### src/rtl/vc_pop_arbiter_if.sv
// vc_pop_arbiter_if: FIFO-status inputs and pop/status outputs of the VC pop arbiter.
// Latency: wires only, no state.
// Backpressure: carries the destination almost-full flags that gate pops.
//
// Signals:
//   init                           - force INIT state while high
//   vc0_empty, vc1_empty           - VC FIFO empty flags
//   vc0_head, vc1_head             - word the next pop removes from each VC
//   d0_almost_full, d1_almost_full - downstream destination almost-full flags
//   pop_vc0, pop_vc1               - combinational pop strobes
//   pop_delay_vc0, pop_delay_vc1   - pop strobes delayed one clock
//   state, idle_out, pop_count     - FSM state, IDLE decode, running pop count
// Modports: master = arbiter side, slave = FIFO/environment side.
interface vc_pop_arbiter_if #(
  parameter int DATA_SIZE = 6
);
  logic                 init;
  logic                 vc0_empty;
  logic                 vc1_empty;
  logic [DATA_SIZE-1:0] vc0_head;
  logic [DATA_SIZE-1:0] vc1_head;
  logic                 d0_almost_full;
  logic                 d1_almost_full;
  logic                 pop_vc0;
  logic                 pop_vc1;
  logic                 pop_delay_vc0;
  logic                 pop_delay_vc1;
  logic [1:0]           state;
  logic                 idle_out;
  logic [7:0]           pop_count;

  modport master (
    input  init, vc0_empty, vc1_empty, vc0_head, vc1_head,
           d0_almost_full, d1_almost_full,
    output pop_vc0, pop_vc1, pop_delay_vc0, pop_delay_vc1,
           state, idle_out, pop_count
  );

  modport slave (
    output init, vc0_empty, vc1_empty, vc0_head, vc1_head,
           d0_almost_full, d1_almost_full,
    input  pop_vc0, pop_vc1, pop_delay_vc0, pop_delay_vc1,
           state, idle_out, pop_count
  );
endinterface

### src/rtl/vc_pop_arbiter.sv
// vc_pop_arbiter: pops at most one of two VC FIFOs per clock toward two destinations.
// Latency: pop strobes combinational from inputs; pop_delay/pop_count/state registered (1 clk).
// Backpressure: a VC is only popped when its head's destination is not almost-full.
//
// Ports:
//   clk     - rising-edge clock
//   reset_L - asynchronous active-low reset
//   bus     - vc_pop_arbiter_if.master (FIFO status in, pop strobes and status out)
// Parameters: DATA_SIZE (head word width), DEST_BIT (head bit selecting D0/D1).
// Build option: define VC_ROUND_ROBIN_EN to alternate grants between VCs when both
// are eligible; otherwise VC0 has strict priority.
module vc_pop_arbiter #(
  parameter int DATA_SIZE = 6,
  parameter int DEST_BIT  = 4
) (
  input  logic              clk,
  input  logic              reset_L,
  vc_pop_arbiter_if.master  bus
);

  typedef enum logic [1:0] {
    ST_RESET  = 2'b00,
    ST_INIT   = 2'b01,
    ST_IDLE   = 2'b10,
    ST_ACTIVE = 2'b11
  } state_t;

  state_t               state_q;
  logic                 pop_delay_vc0_q;
  logic                 pop_delay_vc1_q;
  logic [7:0]           pop_count_q;

  logic [DATA_SIZE-1:0] vc0_head_w;
  logic [DATA_SIZE-1:0] vc1_head_w;
  logic                 vc0_elig;
  logic                 vc1_elig;
  logic                 grant_vc0;
  logic                 grant_vc1;
  logic                 pop0;
  logic                 pop1;
  logic                 any_pending;

  assign vc0_head_w = bus.vc0_head;
  assign vc1_head_w = bus.vc1_head;

  // Each VC is judged only against its own head's destination, so a blocked
  // VC0 never holds back an eligible VC1.
  assign vc0_elig = !bus.vc0_empty &&
                    !(vc0_head_w[DEST_BIT] ? bus.d1_almost_full : bus.d0_almost_full);
  assign vc1_elig = !bus.vc1_empty &&
                    !(vc1_head_w[DEST_BIT] ? bus.d1_almost_full : bus.d0_almost_full);

`ifdef VC_ROUND_ROBIN_EN
  // High when the most recent issued pop went to VC0; resets low so the first
  // contested grant after reset goes to VC0.
  logic last_vc0_q;

  always_comb begin
    grant_vc0 = 1'b0;
    grant_vc1 = 1'b0;
    if (vc0_elig && vc1_elig) begin
      grant_vc0 = !last_vc0_q;
      grant_vc1 = last_vc0_q;
    end else begin
      grant_vc0 = vc0_elig;
      grant_vc1 = vc1_elig;
    end
  end

  always_ff @(posedge clk or negedge reset_L) begin
    if (!reset_L) begin
      last_vc0_q <= 1'b0;
    end else if (pop0) begin
      last_vc0_q <= 1'b1;
    end else if (pop1) begin
      last_vc0_q <= 1'b0;
    end
  end
`else
  assign grant_vc0 = vc0_elig;
  assign grant_vc1 = vc1_elig && !vc0_elig;
`endif

  assign pop0 = (state_q == ST_ACTIVE) && grant_vc0;
  assign pop1 = (state_q == ST_ACTIVE) && grant_vc1;

  // ACTIVE is held while any VC has data or a pop is still travelling through
  // the delayed strobes, so the mux enables finish before going IDLE.
  assign any_pending = !bus.vc0_empty || !bus.vc1_empty ||
                       pop_delay_vc0_q || pop_delay_vc1_q;

  always_ff @(posedge clk or negedge reset_L) begin
    if (!reset_L) begin
      state_q         <= ST_RESET;
      pop_delay_vc0_q <= 1'b0;
      pop_delay_vc1_q <= 1'b0;
      pop_count_q     <= 8'd0;
    end else begin
      pop_delay_vc0_q <= pop0;
      pop_delay_vc1_q <= pop1;
      if (pop0 || pop1) begin
        pop_count_q <= pop_count_q + 8'd1;
      end
      if (state_q == ST_RESET) begin
        state_q <= ST_INIT;
      end else if (bus.init) begin
        state_q <= ST_INIT;
      end else begin
        case (state_q)
          ST_INIT:   state_q <= ST_IDLE;
          ST_IDLE:   state_q <= (!bus.vc0_empty || !bus.vc1_empty) ? ST_ACTIVE : ST_IDLE;
          ST_ACTIVE: state_q <= any_pending ? ST_ACTIVE : ST_IDLE;
          default:   state_q <= ST_RESET;
        endcase
      end
    end
  end

  assign bus.pop_vc0       = pop0;
  assign bus.pop_vc1       = pop1;
  assign bus.pop_delay_vc0 = pop_delay_vc0_q;
  assign bus.pop_delay_vc1 = pop_delay_vc1_q;
  assign bus.pop_count     = pop_count_q;
  assign bus.state         = state_q;
  assign bus.idle_out      = (state_q == ST_IDLE);

endmodule
### src/flat_wrapper.sv
// flat-port wrapper written by rule: the top's interface ports become plain ports
module vc_pop_arbiter_flat 
#(
  parameter int DATA_SIZE = 6,
  parameter int DEST_BIT  = 4
)
  (clk, reset_L, bus_init, bus_vc0_empty, bus_vc1_empty, bus_vc0_head, bus_vc1_head, bus_d0_almost_full, bus_d1_almost_full, bus_pop_vc0, bus_pop_vc1, bus_pop_delay_vc0, bus_pop_delay_vc1, bus_state, bus_idle_out, bus_pop_count);
  vc_pop_arbiter_if #(.DATA_SIZE(DATA_SIZE)) bus_i ();
  input  logic clk;
  input  logic reset_L;
  input wire logic [$bits(bus_i.init)-1:0] bus_init;
  input wire logic [$bits(bus_i.vc0_empty)-1:0] bus_vc0_empty;
  input wire logic [$bits(bus_i.vc1_empty)-1:0] bus_vc1_empty;
  input wire logic [$bits(bus_i.vc0_head)-1:0] bus_vc0_head;
  input wire logic [$bits(bus_i.vc1_head)-1:0] bus_vc1_head;
  input wire logic [$bits(bus_i.d0_almost_full)-1:0] bus_d0_almost_full;
  input wire logic [$bits(bus_i.d1_almost_full)-1:0] bus_d1_almost_full;
  output wire logic [$bits(bus_i.pop_vc0)-1:0] bus_pop_vc0;
  output wire logic [$bits(bus_i.pop_vc1)-1:0] bus_pop_vc1;
  output wire logic [$bits(bus_i.pop_delay_vc0)-1:0] bus_pop_delay_vc0;
  output wire logic [$bits(bus_i.pop_delay_vc1)-1:0] bus_pop_delay_vc1;
  output wire logic [$bits(bus_i.state)-1:0] bus_state;
  output wire logic [$bits(bus_i.idle_out)-1:0] bus_idle_out;
  output wire logic [$bits(bus_i.pop_count)-1:0] bus_pop_count;
  assign bus_i.init = bus_init;
  assign bus_i.vc0_empty = bus_vc0_empty;
  assign bus_i.vc1_empty = bus_vc1_empty;
  assign bus_i.vc0_head = bus_vc0_head;
  assign bus_i.vc1_head = bus_vc1_head;
  assign bus_i.d0_almost_full = bus_d0_almost_full;
  assign bus_i.d1_almost_full = bus_d1_almost_full;
  assign bus_pop_vc0 = bus_i.pop_vc0;
  assign bus_pop_vc1 = bus_i.pop_vc1;
  assign bus_pop_delay_vc0 = bus_i.pop_delay_vc0;
  assign bus_pop_delay_vc1 = bus_i.pop_delay_vc1;
  assign bus_state = bus_i.state;
  assign bus_idle_out = bus_i.idle_out;
  assign bus_pop_count = bus_i.pop_count;
  vc_pop_arbiter #(.DATA_SIZE(DATA_SIZE), .DEST_BIT(DEST_BIT)) u_core (.clk(clk), .reset_L(reset_L), .bus(bus_i));
endmodule
### config.mk
export PLATFORM = sky130hd
export DESIGN_NAME = vc_pop_arbiter_flat
export DESIGN_NICKNAME = d
export VERILOG_FILES = /design/src/rtl/vc_pop_arbiter_if.sv /design/src/rtl/vc_pop_arbiter.sv /design/src/flat_wrapper.sv
export SDC_FILE = /design/constraint.sdc
export NUM_CORES = 1
export LEC_CHECK = 0
export ABC_AREA = 1
export CORE_MARGIN = 2
export CORE_UTILIZATION = 34
export DETAILED_ROUTE_END_ITERATION = 6
export PLACE_DENSITY = 0.82
export REMOVE_ABC_BUFFERS = 1
export SYNTH_ARGS = -nofsm -noshare
export SYNTH_HDL_FRONTEND = slang
export SYNTH_SLANG_ARGS = --single-unit
### constraint.sdc
create_clock -name clk -period 1.3 [get_ports clk]
set_clock_uncertainty 0.2 [all_clocks]
set_input_delay 0.26 -clock clk [delete_from_list [all_inputs] [get_ports clk]]
set_output_delay 0.26 -clock clk [all_outputs]
set_load 0.02 [all_outputs]
==> impl_metrics.json <==
{
  "status": "finished, violations left",
  "failed_checks": "negative setup slack",
  "yosysMostFrequentCell": "nand2_1",
  "r2r-start": "u_core.bus.state[0]",
  "pwr-share-seq_pct": 30.9,
  "rsz0062_at_grt": "yes",
  "r2r-end": "u_core.bus.pop_count[5]",
  "root_buffer": "clkbuf_4",
  "grt_max_degree": 13,
  "drt_first_pass_iters": 6,
  "cell_internal_pwr_uw": 1010,
  "clk-insertion-delay-late_ps": 270,
  "power.leakage_uw": 0.000623,
  "overflow": 0,
  "sw_frac_of_total_pct": 35.7,
  "antenna_found_initial": 0,
  "ys_ff_latch": 12,
  "hold_slack_ps": 86.0,
  "path_max_fanout": 2,
  "initial_core_util_pct": 35.3,
  "first_iter_violations": 7,
  "period_minus_slack_ps": 1670,
  "path_class": "in -> out",
  "pre_cts_ws_ps": -915,
  "hold_viol_final": 0,
  "core_area_um2": 1900,
  "cp-start-kind": "primary input",
  "ys_dominant_reg_cell": "dfrtp_1",
  "synthArstFlopShare_pct": 100,
  "setup_viol": 14,
  "place_congestion": 0.805,
  "synth_top_area_share_pct": 44.7,
  "cts-buffers-inserted": 3,
  "drive_gt1_share_pct": 44.1,
  "grt_pass1_wl_mm": 3.26,
  "synth-edff-count": 0,
  "worstSetupEndpointType": "primary output",
  "relSlewSlack_pct": 80.1,
  "synth_top_cell_by_area": "dfrtp_1",
  "ys_types": 16,
  "p_comb_share_pct": 49.9,
  "ant_nets": 0,
  "maxCapViolations": 0,
  "worstHoldPathType": "in -> async",
  "synthTopCellsByCount": "nand2_1, dfrtp_1, nand3_1",
  "wl_per_cell_um": 13.2,
  "fmax_ghz": 0.598,
  "syn_area_per_cell_um2": 7.81,
  "std_cell_rows": 16,
  "p_clk_share_pct": 19.2,
  "total_power_uw": 1570,
  "clockBufferDepth": 2,
  "synthToLayoutAreaGrowth_pct": 85.3,
  "final_core_util_pct": 65.5,
  "tightest_slew_ps": 298,
  "drc": 0,
  "ys_seq_area_share_pct": 44.7,
  "post_layout_nonfiller_instances": 163,
  "ios": 34,
  "track_usage_pct": 17.4,
  "peakVddDrop_uv": 1060,
  "syn_inst": 86,
  "cp.required_ps": 840,
  "netlist_area_um2": 672,
  "hpwl_mm": 1.30,
  "cts_tree": "yes",
  "finalCritPeriodShare_pct": 129,
  "r2r_slack_ps": -250,
  "via_per_inst": 4.76,
  "layout_setup_ws_ps": -372,
  "synth.area.top_cells": "dfrtp_1, nand2_1, nand3_1",
  "power.density_nw_per_um2": 1260,
  "die_height_um": 48.5,
  "slew_viol_final": 0,
  "grt_pass1_vias": 740,
  "die_w_um": 48.5,
  "switching_power_uw": 559,
  "ys_warn_count": 0,
  "reg2reg_depth": 10,
  "htreeDepth": 1,
  "arrival_ps": 1210,
  "vias": 776,
  "nets": 157,
  "path_clk_slew_ps": 80,
  "antennaDiodeCount": 0,
  "place_inst": 150,
  "dieArea_um2": 2350,
  "wl_mm": 2.15,
  "io_buffers": 23,
  "cts_sinks": 12
}
-- cells in the final DEF, fill, tap and decap left out --
cell type,synthesis,layout
a21oi_2,1,1
a21oi_4,0,1
buf_2,0,1
buf_4,0,17
buf_6,0,20
clkbuf_4,0,3
clkbuf_8,0,1
clkdlybuf4s50_1,0,3
dfrtp_1,12,12
dlygate4sd2_1,0,5
ha_4,0,1
inv_1,8,7
inv_2,1,1
inv_4,0,1
nand2_1,32,27
nand2_2,1,6
nand2_8,0,1
nand3_1,12,11
nand3_4,2,3
nor2_1,7,6
nor2_4,1,2
o21ai_0,3,2
o21ai_2,0,1
xnor2_1,2,2
xor2_1,1,1
-- kinds of logic (layout without fill, tap and decap cells) --
group                    count (synthesis)  in the layout  share of synthesized area, %
adder cells (fa/ha/maj)                  1              1                          1.86
buffers and inverters                    9             59                          5.03
XOR/XNOR                                 3              3                          3.91
flip-flops                              12             12                          44.7
AND/OR/NAND/NOR                         56             56                          40.2
AO/OA/AOI/OAI                            5              5                          4.28
-- metal layers --
| layer | vias up | global-route usage [%] | routed length, µm |
|---|---|---|---|
| li1 | 371 | - | - |
| met2 | 27 | 31.7 | 1200 |
| met3 | 6 | 4.01 | 73 |
| met5 | - | 0 | 0 |
| met4 | 0 | 7.14 | 58 |
| met1 | 372 | 19.4 | 817 |
-- through the flow --
step                      cell area, µm²  setup TNS [ps]
after CTS                           1110           -1880
after floorplan                      672           -1190
after detailed placement            1040           -6600
final                               1240           -3480
after global routing                1240           -4190
after global placement              1040           -6320
-- state kept, by name (all words and copies together), names as in the netlist --
register	flops
u_core.bus.pop_count	8
u_core.bus.pop_delay_vc1	1
u_core.bus.state	2
u_core.bus.pop_delay_vc0	1
-- power groups by stage --
stage | Sequential (µW) | Combinational, µW | Clock [µW]
2_1_floorplan | 589 | 167 | 0
3_3_place_gp | 476 | 585 | 0
3_5_place_dp | 476 | 593 | 0
4_1_cts | 471 | 680 | 308
5_1_grt | 494 | 855 | 331
6_report | 484 | 782 | 302
-- critical path, stage by stage --
cell,delay (ps)
clkdlybuf4s50_1,470
nand2_2,120
nand3_4,90
a21oi_4,130
buf_6,130
-- timing repair --
item                                    in CTS  in global routing
gates cloned                                 1                  0
endpoints found under the setup margin      23                 22
pin swaps                                    6                  3
resized for setup                           90                 28
buffers inserted                             4                  5
hold buffers                                 0                  0
endpoints found under the hold margin        0                  0
-- worst max-delay path by stage --
stage / from / to / slack (ps) / depth (start not counted)
3_5_place_dp: bus_vc1_head[4] / bus_pop_vc1 / -910 / 6
6_report: bus_d0_almost_full / bus_pop_vc1 / -370 / 5
4_1_cts: u_core.bus.state[1] / bus_pop_vc1 / -350 / 5
2_1_floorplan: u_core.bus.state[1] / bus_pop_vc1 / -400 / 4
3_3_place_gp: bus_vc1_head[4] / bus_pop_vc1 / -880 / 6
5_1_grt: u_core.bus.state[0] / bus_pop_vc1 / -400 / 5
-- cell type report --
type	count	area, µm²
sequential	12	300
tap	27	33.8
fill	158	657
clock buffer	4	36.3
timing repair buffer	46	432
multi-input combinational	65	407
inverter	9	36.3
Power figures use the tool's default switching activity.
